File: config.mk
export PLATFORM = sky130hd
export DESIGN_NAME = morse_encoder_tx
export DESIGN_NICKNAME = d
export VERILOG_FILES = /design/src/rtl/morse_encoder_tx.sv
export SDC_FILE = /design/constraint.sdc
export NUM_CORES = 1
export LEC_CHECK = 0
export ABC_AREA = 0
export CAP_MARGIN = 20
export CORE_MARGIN = 2
export CORE_UTILIZATION = 27
export CTS_BUF_LIST = sky130_fd_sc_hd__clkbuf_4
export CTS_CLUSTER_SIZE = 30
export DETAILED_ROUTE_END_ITERATION = 8
export PLACE_DENSITY_LB_ADDON = 0.08
export SETUP_SLACK_MARGIN = 0.5
export SYNTH_ARGS = -nofsm -noshare
export SYNTH_HDL_FRONTEND = slang
export SYNTH_SLANG_ARGS = --single-unit
export TNS_END_PERCENT = 50
File: constraint.sdc
create_clock -name clk -period 3.1 [get_ports clk]
set_input_delay 0.31 -clock clk [delete_from_list [all_inputs] [get_ports clk]]
set_output_delay 0.31 -clock clk [all_outputs]
set_load 0.005 [all_outputs]
File: src/rtl/morse_encoder_tx.sv
// morse_encoder_tx
//   Serialises ASCII characters into an ITU Morse key waveform.
//   One Morse time unit lasts DOT_CYCLES clock cycles:
//     dot = 1 unit mark, dash = 3 units mark, gap between elements = 1 unit,
//     gap after a character = 3 units, space character = 4 further units.
//
// Ports
//   clk        : clock, all state changes on the rising edge
//   rst_n      : asynchronous active-low reset
//   char_valid : char_data holds a character to send
//   char_data  : ASCII character (A-Z, a-z, 0-9, space supported)
//   char_ready : block accepts a character this cycle (IDLE only)
//   key_out    : registered Morse key, 1 = tone
//   busy       : inverse of char_ready
//   err_pulse  : one-cycle pulse after an unsupported character is accepted
module morse_encoder_tx #(
  parameter int DOT_CYCLES = 2000
) (
  input  logic       clk,
  input  logic       rst_n,
  input  logic       char_valid,
  input  logic [7:0] char_data,
  output logic       char_ready,
  output logic       key_out,
  output logic       busy,
  output logic       err_pulse
);

  localparam logic [2:0] IDLE       = 3'd0;
  localparam logic [2:0] MARK       = 3'd1;
  localparam logic [2:0] ELEM_GAP   = 3'd2;
  localparam logic [2:0] LETTER_GAP = 3'd3;
  localparam logic [2:0] WORD_GAP   = 3'd4;

  localparam logic [23:0] DOT_LAST = 24'(DOT_CYCLES - 1);

  logic [2:0]  state_reg, state_next;
  logic [23:0] cyc_reg, cyc_next;
  logic [2:0]  unit_reg, unit_next;
  logic [2:0]  elem_reg, elem_next;
  logic [4:0]  pat_reg, pat_next;
  logic [2:0]  len_reg, len_next;
  logic        err_next;

  // Lookup results for the character currently presented
  logic [7:0] up_char;
  logic [2:0] lut_len;
  logic [4:0] lut_pat;
  logic       lut_ok;
  logic       is_space;

  // Timing helpers
  logic [4:0] pat_shift;
  logic       cur_dash;
  logic [2:0] units_needed;
  logic       unit_done;
  logic       seg_done;

  // Patterns are left-aligned: bit 4 is the first element, 1 = dash.
  always_comb begin
    up_char  = (char_data >= 8'h61 && char_data <= 8'h7a) ? (char_data - 8'h20) : char_data;
    is_space = (char_data == 8'h20);
    lut_ok   = 1'b1;
    lut_len  = 3'd0;
    lut_pat  = 5'b00000;
    case (up_char)
      "A": begin lut_len = 3'd2; lut_pat = 5'b01000; end
      "B": begin lut_len = 3'd4; lut_pat = 5'b10000; end
      "C": begin lut_len = 3'd4; lut_pat = 5'b10100; end
      "D": begin lut_len = 3'd3; lut_pat = 5'b10000; end
      "E": begin lut_len = 3'd1; lut_pat = 5'b00000; end
      "F": begin lut_len = 3'd4; lut_pat = 5'b00100; end
      "G": begin lut_len = 3'd3; lut_pat = 5'b11000; end
      "H": begin lut_len = 3'd4; lut_pat = 5'b00000; end
      "I": begin lut_len = 3'd2; lut_pat = 5'b00000; end
      "J": begin lut_len = 3'd4; lut_pat = 5'b01110; end
      "K": begin lut_len = 3'd3; lut_pat = 5'b10100; end
      "L": begin lut_len = 3'd4; lut_pat = 5'b01000; end
      "M": begin lut_len = 3'd2; lut_pat = 5'b11000; end
      "N": begin lut_len = 3'd2; lut_pat = 5'b10000; end
      "O": begin lut_len = 3'd3; lut_pat = 5'b11100; end
      "P": begin lut_len = 3'd4; lut_pat = 5'b01100; end
      "Q": begin lut_len = 3'd4; lut_pat = 5'b11010; end
      "R": begin lut_len = 3'd3; lut_pat = 5'b01000; end
      "S": begin lut_len = 3'd3; lut_pat = 5'b00000; end
      "T": begin lut_len = 3'd1; lut_pat = 5'b10000; end
      "U": begin lut_len = 3'd3; lut_pat = 5'b00100; end
      "V": begin lut_len = 3'd4; lut_pat = 5'b00010; end
      "W": begin lut_len = 3'd3; lut_pat = 5'b01100; end
      "X": begin lut_len = 3'd4; lut_pat = 5'b10010; end
      "Y": begin lut_len = 3'd4; lut_pat = 5'b10110; end
      "Z": begin lut_len = 3'd4; lut_pat = 5'b11000; end
      "0": begin lut_len = 3'd5; lut_pat = 5'b11111; end
      "1": begin lut_len = 3'd5; lut_pat = 5'b01111; end
      "2": begin lut_len = 3'd5; lut_pat = 5'b00111; end
      "3": begin lut_len = 3'd5; lut_pat = 5'b00011; end
      "4": begin lut_len = 3'd5; lut_pat = 5'b00001; end
      "5": begin lut_len = 3'd5; lut_pat = 5'b00000; end
      "6": begin lut_len = 3'd5; lut_pat = 5'b10000; end
      "7": begin lut_len = 3'd5; lut_pat = 5'b11000; end
      "8": begin lut_len = 3'd5; lut_pat = 5'b11100; end
      "9": begin lut_len = 3'd5; lut_pat = 5'b11110; end
      default: lut_ok = 1'b0;
    endcase
  end

  always_comb begin
    pat_shift = pat_reg << elem_reg;
    cur_dash  = pat_shift[4];
    case (state_reg)
      MARK:       units_needed = cur_dash ? 3'd3 : 3'd1;
      ELEM_GAP:   units_needed = 3'd1;
      LETTER_GAP: units_needed = 3'd3;
      WORD_GAP:   units_needed = 3'd4;
      default:    units_needed = 3'd1;
    endcase
    unit_done = (cyc_reg == DOT_LAST);
    seg_done  = unit_done && (unit_reg == units_needed - 3'd1);
  end

  always_comb begin
    state_next = state_reg;
    cyc_next   = unit_done ? 24'd0 : cyc_reg + 24'd1;
    unit_next  = unit_done ? unit_reg + 3'd1 : unit_reg;
    elem_next  = elem_reg;
    pat_next   = pat_reg;
    len_next   = len_reg;
    err_next   = 1'b0;
    case (state_reg)
      IDLE: begin
        elem_next = 3'd0;
        if (char_valid) begin
          if (is_space) begin
            state_next = WORD_GAP;
          end else if (lut_ok) begin
            state_next = MARK;
            pat_next   = lut_pat;
            len_next   = lut_len;
          end else begin
            err_next = 1'b1;
          end
        end
      end
      MARK: begin
        if (seg_done) begin
          if (elem_reg == len_reg - 3'd1) begin
            state_next = LETTER_GAP;
          end else begin
            state_next = ELEM_GAP;
            elem_next  = elem_reg + 3'd1;
          end
        end
      end
      ELEM_GAP: begin
        if (seg_done) state_next = MARK;
      end
      LETTER_GAP, WORD_GAP: begin
        if (seg_done) state_next = IDLE;
      end
      default: state_next = IDLE;
    endcase
    // Timing restarts from zero whenever a new state is entered; IDLE
    // keeps the counters parked at zero as well.
    if (state_next != state_reg || state_reg == IDLE) begin
      cyc_next  = 24'd0;
      unit_next = 3'd0;
    end
  end

  always_ff @(posedge clk or negedge rst_n) begin
    if (!rst_n) begin
      state_reg <= IDLE;
      cyc_reg   <= 24'd0;
      unit_reg  <= 3'd0;
      elem_reg  <= 3'd0;
      pat_reg   <= 5'd0;
      len_reg   <= 3'd0;
      key_out   <= 1'b0;
      err_pulse <= 1'b0;
    end else begin
      state_reg <= state_next;
      cyc_reg   <= cyc_next;
      unit_reg  <= unit_next;
      elem_reg  <= elem_next;
      pat_reg   <= pat_next;
      len_reg   <= len_next;
      // Registered from the next state so the key tracks MARK exactly
      // and never glitches.
      key_out   <= (state_next == MARK);
      err_pulse <= err_next;
    end
  end

  assign char_ready = (state_reg == IDLE);
  assign busy       = ~char_ready;

endmodule

==> results of run 1 <==
metrics by stage:
| stage | std cells | worst slack [ps] | cell area, sq um |
|---|---|---|---|
| 2_1_floorplan | 347 | 283 | 2980 |
| 3_3_place_gp | 494 | 165 | 3300 |
| 3_5_place_dp | 494 | 143 | 3300 |
| 4_1_cts | 506 | 281 | 3410 |
| 5_1_grt | 506 | 117 | 3410 |
| 6_report | 506 | 284 | 3410 |
timing repair:
action                                  in CTS  in global routing
hold endpoints to repair                    26                  0
endpoints found under the setup margin       7                 17
cloned                                       0                  0
hold buffers                                 1                  0
setup buffers                                3                  0
resized for setup                            5                  0
pin swaps                                    5                  1
placed cells by master, fill, tap and decap left out, drive strengths merged, types with 2 or more instances in the layout:
cell / Yosys / final
or4: 2 / 2
nor2b: 5 / 5
nand3b: 2 / 2
nor2: 47 / 47
inv: 13 / 13
nand2b: 8 / 8
and3: 6 / 6
ha: 7 / 7
nor3: 12 / 12
nand3: 29 / 29
xor2: 17 / 17
o22ai: 4 / 4
clkbuf: 16 / 6
a31oi: 5 / 5
nor3b: 2 / 2
o211ai: 4 / 4
nand4bb: 2 / 2
or2: 5 / 5
o221ai: 4 / 4
nand2: 19 / 19
nor4: 6 / 6
clkdlybuf4s50: 0 / 13
a22o: 2 / 2
xnor2: 12 / 12
o21a: 2 / 2
o21bai: 3 / 3
nand4: 4 / 4
o21ai: 12 / 12
mux2: 8 / 8
o32ai: 3 / 3
a21oi: 18 / 18
or3b: 2 / 2
or3: 4 / 4
dfrtp: 43 / 43
buf: 4 / 17
layer usage:
metal | part of all wire, % | global-route usage (%)
met2 | 47 | 21.4
met4 | 0.75 | 2.75
met3 | 3.3 | 2.21
met1 | 48 | 19.1
met5 | 0 | 0
power breakdown:
group          internal (W)  total (W)  switching [W]  leakage, nW
Sequential         0.000605   0.000654      0.0000490        0.566
Clock             0.0000966   0.000289       0.000193       0.0317
Combinational      0.000113   0.000255       0.000142        0.848
Total              0.000814    0.00120       0.000384         1.45
cell usage after synthesis (6+ instances only):
master / instances / area share, %
nand2b_1: 8 / 1.7
and3_1: 6 / 1.3
xor2_1: 17 / 5.0
nand2_1: 19 / 2.4
inv_1: 11 / 1.4
nand3_1: 28 / 4.7
dfrtp_1: 43 / 36
ha_1: 7 / 3.0
nor3_1: 12 / 2.0
xnor2_1: 12 / 3.5
nor2_1: 47 / 5.9
mux2_4: 6 / 3.0
o21ai_0: 12 / 2.0
clkbuf_1: 16 / 2.0
a21oi_1: 18 / 3.0
logic make-up (layout without fill, tap and decap cells):
group / Yosys count / count (layout)
buffers and inverters: 33 / 52
AND/OR/NAND/NOR: 158 / 158
AO/OA/AOI/OAI: 67 / 67
XOR/XNOR: 29 / 29
flip-flops: 43 / 43
multiplexers: 10 / 10
adder cells (fa/ha/maj): 7 / 7
final timing paths:
kind                                            to                     from  slack, ps
setup / recovery                 key_out$_DFF_PN0_  elem_reg[0]$_DFFE_PN0P_        280
hold / removal                cyc_reg[8]$_DFF_PN0_                    rst_n        470
setup reg to reg                 key_out$_DFF_PN0_  elem_reg[0]$_DFFE_PN0P_        280
hold reg to reg             len_reg[1]$_DFFE_PN0P_   len_reg[1]$_DFFE_PN0P_        530
max in group asynchronous  unit_reg[2]$_DFFE_PN0P_                    rst_n       1950
min in group clk            len_reg[1]$_DFFE_PN0P_   len_reg[1]$_DFFE_PN0P_        530
worst reg2reg max path, delay by kind of cell, from the launching register on:
family                     cells  cell delay, ps
and+or+nand+nor                3             680
muxes                          2             630
AOI/OAI and AO/OA              4             600
DFF                            1             410
adders and majority gates      1             260
xor gates and xnor gates       1             140
final cells by class:
class / instances / area (sq um)
tap: 140 / 175
multi-input combinational: 271 / 1780
clock buffer: 6 / 45.0
sequential: 43 / 1080
clock inverter: 2 / 12.5
inverter: 13 / 48.8
timing repair buffer: 31 / 265
fill: 1149 / 7380
==> results.json, run 1 <==
{
  "first_pass_iters": 4,
  "synth_top_family_by_area": "simple AND/OR/NAND/NOR gates",
  "hpwlAfterDp_um": 5380,
  "cts_buffers": 5,
  "die_y_um": 109,
  "cp.arrival_ps": 3050,
  "power.total_w": 0.00120,
  "synth_compound_area_share_pct": 15.3,
  "path_class": "reg -> reg",
  "routedWlPerCell_um": 14.5,
  "worst-slew-pin-transition_ps": 603,
  "final.setup.tns_ps": 0,
  "rows": 38,
  "synthFlopType": "dfrtp_1",
  "htreeDepth": 2,
  "yosys.area_share.simple_pct": 27.5,
  "rsz0062_at_grt": "true",
  "initial_utilization_pct": 27.5,
  "largest_register_ffs": 24,
  "power-per-cell-area_nw_per_um2": 352,
  "setup_viol": 0,
  "via_per_inst": 5.04,
  "clock-skew-final_ps": 21.7,
  "slowest_stage": "mux4_2",
  "critical_path_depth": 11,
  "clock.fmax_mhz": 355,
  "critPathLaunchType": "flip-flop",
  "synth_xor_area_share_pct": 8.56,
  "synth_cell_types": 60,
  "drive_gt1_share_pct": 14.8,
  "ys_seq_area_share_pct": 36.3,
  "leakage_nw": 1.45,
  "hold_violations": 0,
  "hold_slack_ps": 471,
  "synthAdderAreaFrac_pct": 2.95,
  "pin_count": 15,
  "nets": 383,
  "grt_antenna_before_repair": 0,
  "coreArea_sq_um": 10800,
  "ys_warn_count": 0,
  "grt_pass1_wl_um": 12600,
  "grt_max_degree": 28,
  "vias": 2548,
  "worst-path-buf-inv": 0,
  "drcViolationCount": 0,
  "n_antenna_cell": 0,
  "portBuffers": 14,
  "crit_chain": "mux4_2, nor2_1, a21oi_1, o21bai_1, ha_1, xnor2_1, or4_4, a211o_1, mux2i_1, nor2_1, a21oi_1",
  "relSlewSlack_pct": 59.8,
  "clk_pin_slew_ps": 140,
  "cts-root-buf": "clkbuf_4",
  "status": "completed",
  "ant_nets": 0,
  "drv_slew": 0,
  "path_delay_family": "simple AND/OR/NAND/NOR gates",
  "fin_util_pct": 31.6,
  "required_ps": 3330,
  "critPathMaxFanout": 4,
  "vdd_ir_drop_max_uv": 143,
  "cts.path.max_buffers": 2,
  "grt.overflow.total": 0,
  "synth-seq-cells": 43,
  "hp-class": "in -> async",
  "synth_edf_count": 0,
  "cts_tree": "built",
  "fp.dieW_um": 109,
  "fin_crit_sh_pct": 90.8,
  "syn_area_sq_um": 2970,
  "reg2reg_depth": 11,
  "drt_wl_total_um": 7320,
  "syn_to_final_growth_pct": 14.8,
  "syn_area_per_cell_sq_um": 8.55,
  "grt_use_total_pct": 13.4,
  "place_congestion": 0.834,
  "grt_pass1_vias": 2461,
  "drtIter0Drc": 201,
  "synthMuxAreaShare_pct": 4.89,
  "min_period_ps": 2820,
  "clkSinkCount": 43,
  "die_area_sq_um": 11800,
  "max_stage_delay_ps": 490,
  "drv_cap": 0,
  "async_flop_share_pct": 100,
  "end_kind": "flip-flop",
  "synth_cells": 347,
  "insertion_delay_ps": 360,
  "syn-num-nets": 365
}
Note: power is estimated with default switching activity, not from simulation.
==> run 2: changes to the inputs <==
Settings changed: CTS_BUF_LIST sky130_fd_sc_hd__clkbuf_4 to not set, HOLD_SLACK_MARGIN set to 0.12.
==> run 2 against run 1 <==
Against the previous run: cell area rose by 1.5%; flip-flop and latch count did not move; worst setup slack got worse by 2.8 ps; critical path depth did not move; first-iteration DRC count fell by 2.5%; utilization rose by 0.48 points; largest cell class unchanged; highest routed layer unchanged.
==> results.json, run 2 (synthesis gave the netlist of run 1 again) <==
{
  "status": "completed",
  "hold_slack_ps": 520,
  "fp.dieW_um": 109,
  "seq_power_share_pct": 51.7,
  "cp.arrival_ps": 3010,
  "layout.cells.non_filler": 508,
  "critPathLaunchType": "flip-flop",
  "pin_count": 15,
  "worst-path-buf-inv": 1,
  "critPathMaxFanout": 4,
  "hold_violations": 0,
  "htreeDepth": 2,
  "internal_power_w": 0.000875,
  "cts_tree": "built",
  "routedWlPerCell_um": 14.4,
  "first_pass_iters": 4,
  "grt_use_total_pct": 13.3,
  "clock.fmax_mhz": 355,
  "worst-slew-pin-transition_ps": 603,
  "drive_gt1_share_pct": 15.2,
  "grt_max_degree": 28,
  "max_stage_delay_ps": 490,
  "via_per_inst": 5.09,
  "grt_pass1_vias": 2452,
  "largest_register_ffs": 24,
  "startpoint": "elem_reg[0]$_DFFE_PN0P_",
  "timing.final.ws_setup_ps": 281,
  "cp-endpoint": "state_reg[1]$_DFF_PN0_",
  "swShare_pct": 30.9,
  "cts_buffers": 5,
  "drcViolationCount": 0,
  "syn_to_final_growth_pct": 16.6,
  "end_kind": "flip-flop",
  "fin_crit_sh_pct": 90.9,
  "path_class": "reg -> reg",
  "setup_viol": 0,
  "reg2reg_depth": 11,
  "fin_area_sq_um": 3460,
  "clock-skew-final_ps": 11.5,
  "ant_nets": 0,
  "final_cell_mix": "nor2_1, dfrtp_1, nand3_1",
  "path_delay_family": "multiplexers",
  "hpwlAfterDp_um": 5380,
  "rrSetupSlack_ps": 280,
  "insertion_delay_ps": 300,
  "drtIter0Drc": 196,
  "r2r-start": "elem_reg[0]$_DFFE_PN0P_",
  "final_common_cell": "nor2_1",
  "dpl.cell_count": 494,
  "grt_antenna_before_repair": 0,
  "power-per-cell-area_nw_per_um2": 366,
  "nets": 385,
  "drt_wl_total_um": 7330,
  "p_sw_w": 0.000391,
  "relSlewSlack_pct": 59.8,
  "clk_pin_slew_ps": 80,
  "cpMostUsedCell": "nor2_1",
  "place_area_sq_um": 3300,
  "place_congestion": 0.834,
  "rsz0062_at_grt": "true",
  "clkSinkCount": 43,
  "cts.path.max_buffers": 2,
  "reg2reg_to": "state_reg[1]$_DFF_PN0_",
  "vias": 2587,
  "slowest_stage": "mux4_2",
  "n_antenna_cell": 0,
  "critical_path_depth": 11,
  "drv_cap": 0,
  "die_area_sq_um": 11800,
  "grt.overflow.total": 0,
  "vdd_ir_drop_max_uv": 164,
  "cts-root-buf": "clkbuf_8",
  "initial_utilization_pct": 27.5,
  "crit_chain": "mux4_2, nor2_1, a21oi_1, o21bai_1, ha_1, xnor2_1, or4_4, a211o_1, mux2i_1, nor2_1, buf_4",
  "grt_pass1_wl_um": 12500,
  "leakage_nw": 1.48,
  "min_period_ps": 2820,
  "rows": 38,
  "required_ps": 3290,
  "final.setup.tns_ps": 0,
  "portBuffers": 14,
  "comb_power_share_pct": 20.2,
  "drv_slew": 0,
  "p_clk_share_pct": 28.2,
  "coreArea_sq_um": 10800,
  "pre_cts_slack_ps": 143,
  "hp-class": "reg -> reg",
  "die_y_um": 109
}
[run 2: power groups by stage]
| stage | logic (W) | clock network, W | registers, W |
|---|---|---|---|
| final | 0.000255 | 0.000357 | 0.000654 |
| after detailed placement | 0.000255 | 0 | 0.000667 |
| after CTS | 0.000258 | 0.000379 | 0.000656 |
| after floorplan | 0.000182 | 0 | 0.000653 |
| after global routing | 0.000295 | 0.000401 | 0.000664 |
| after global placement | 0.000256 | 0 | 0.000666 |
[run 2: layer usage]
metal  track usage (%)  wire [um]  vias to the layer above
met1              19.1       3570                     1244
met5                 0          0                        -
met4              3.30        110                        0
met2              20.7       3390                       56
met3              2.33        267                        6
li1                  -          -                     1281
[run 2: per-stage QoR]
stage	util, %	power (W)
floorplan	-	0.000835
global placement	30.5	0.000922
detailed placement	30.5	0.000921
CTS	31.8	0.00129
global route	32.1	0.00136
finish	32.1	0.00127
[run 2: layout make-up]
| class | count | area, sq um |
|---|---|---|
| Fill cell | 1154 | 7330 |
| Multi-Input combinational cell | 271 | 1790 |
| Sequential cell | 43 | 1080 |
| Clock inverter | 2 | 12.5 |
| Inverter | 13 | 48.8 |
| Tap cell | 140 | 175 |
| Clock buffer | 6 | 72.6 |
| Timing Repair Buffer | 33 | 285 |
[run 2: worst min-delay path by stage]
stage | endpoint | depth (start not counted) | from
final | pat_reg[1]$_DFFE_PN0P_ | 1 | pat_reg[1]$_DFFE_PN0P_
after global placement | cyc_reg[8]$_DFF_PN0_ | 1 | rst_n
after floorplan | cyc_reg[0]$_DFF_PN0_ | 0 | rst_n
after global routing | len_reg[1]$_DFFE_PN0P_ | 1 | len_reg[1]$_DFFE_PN0P_
after detailed placement | cyc_reg[8]$_DFF_PN0_ | 1 | rst_n
after CTS | len_reg[1]$_DFFE_PN0P_ | 1 | len_reg[1]$_DFFE_PN0P_
[run 2: repair_timing]
| action | 4_1_cts | 5_1_grt |
|---|---|---|
| hold buffers | 1 | 0 |
| pin swaps | 7 | 5 |
| gates resized for setup | 5 | 3 |
| setup endpoints to repair | 13 | 17 |
| hold endpoints to repair | 26 | 0 |
| buffers inserted | 3 | 2 |
==> run 3: changes to the inputs <==
Settings changed: GPL_ROUTABILITY_DRIVEN set to 0.
==> results of run 3 <==
Same layout as run 2: the final DEF is identical, and so are final timing and power.
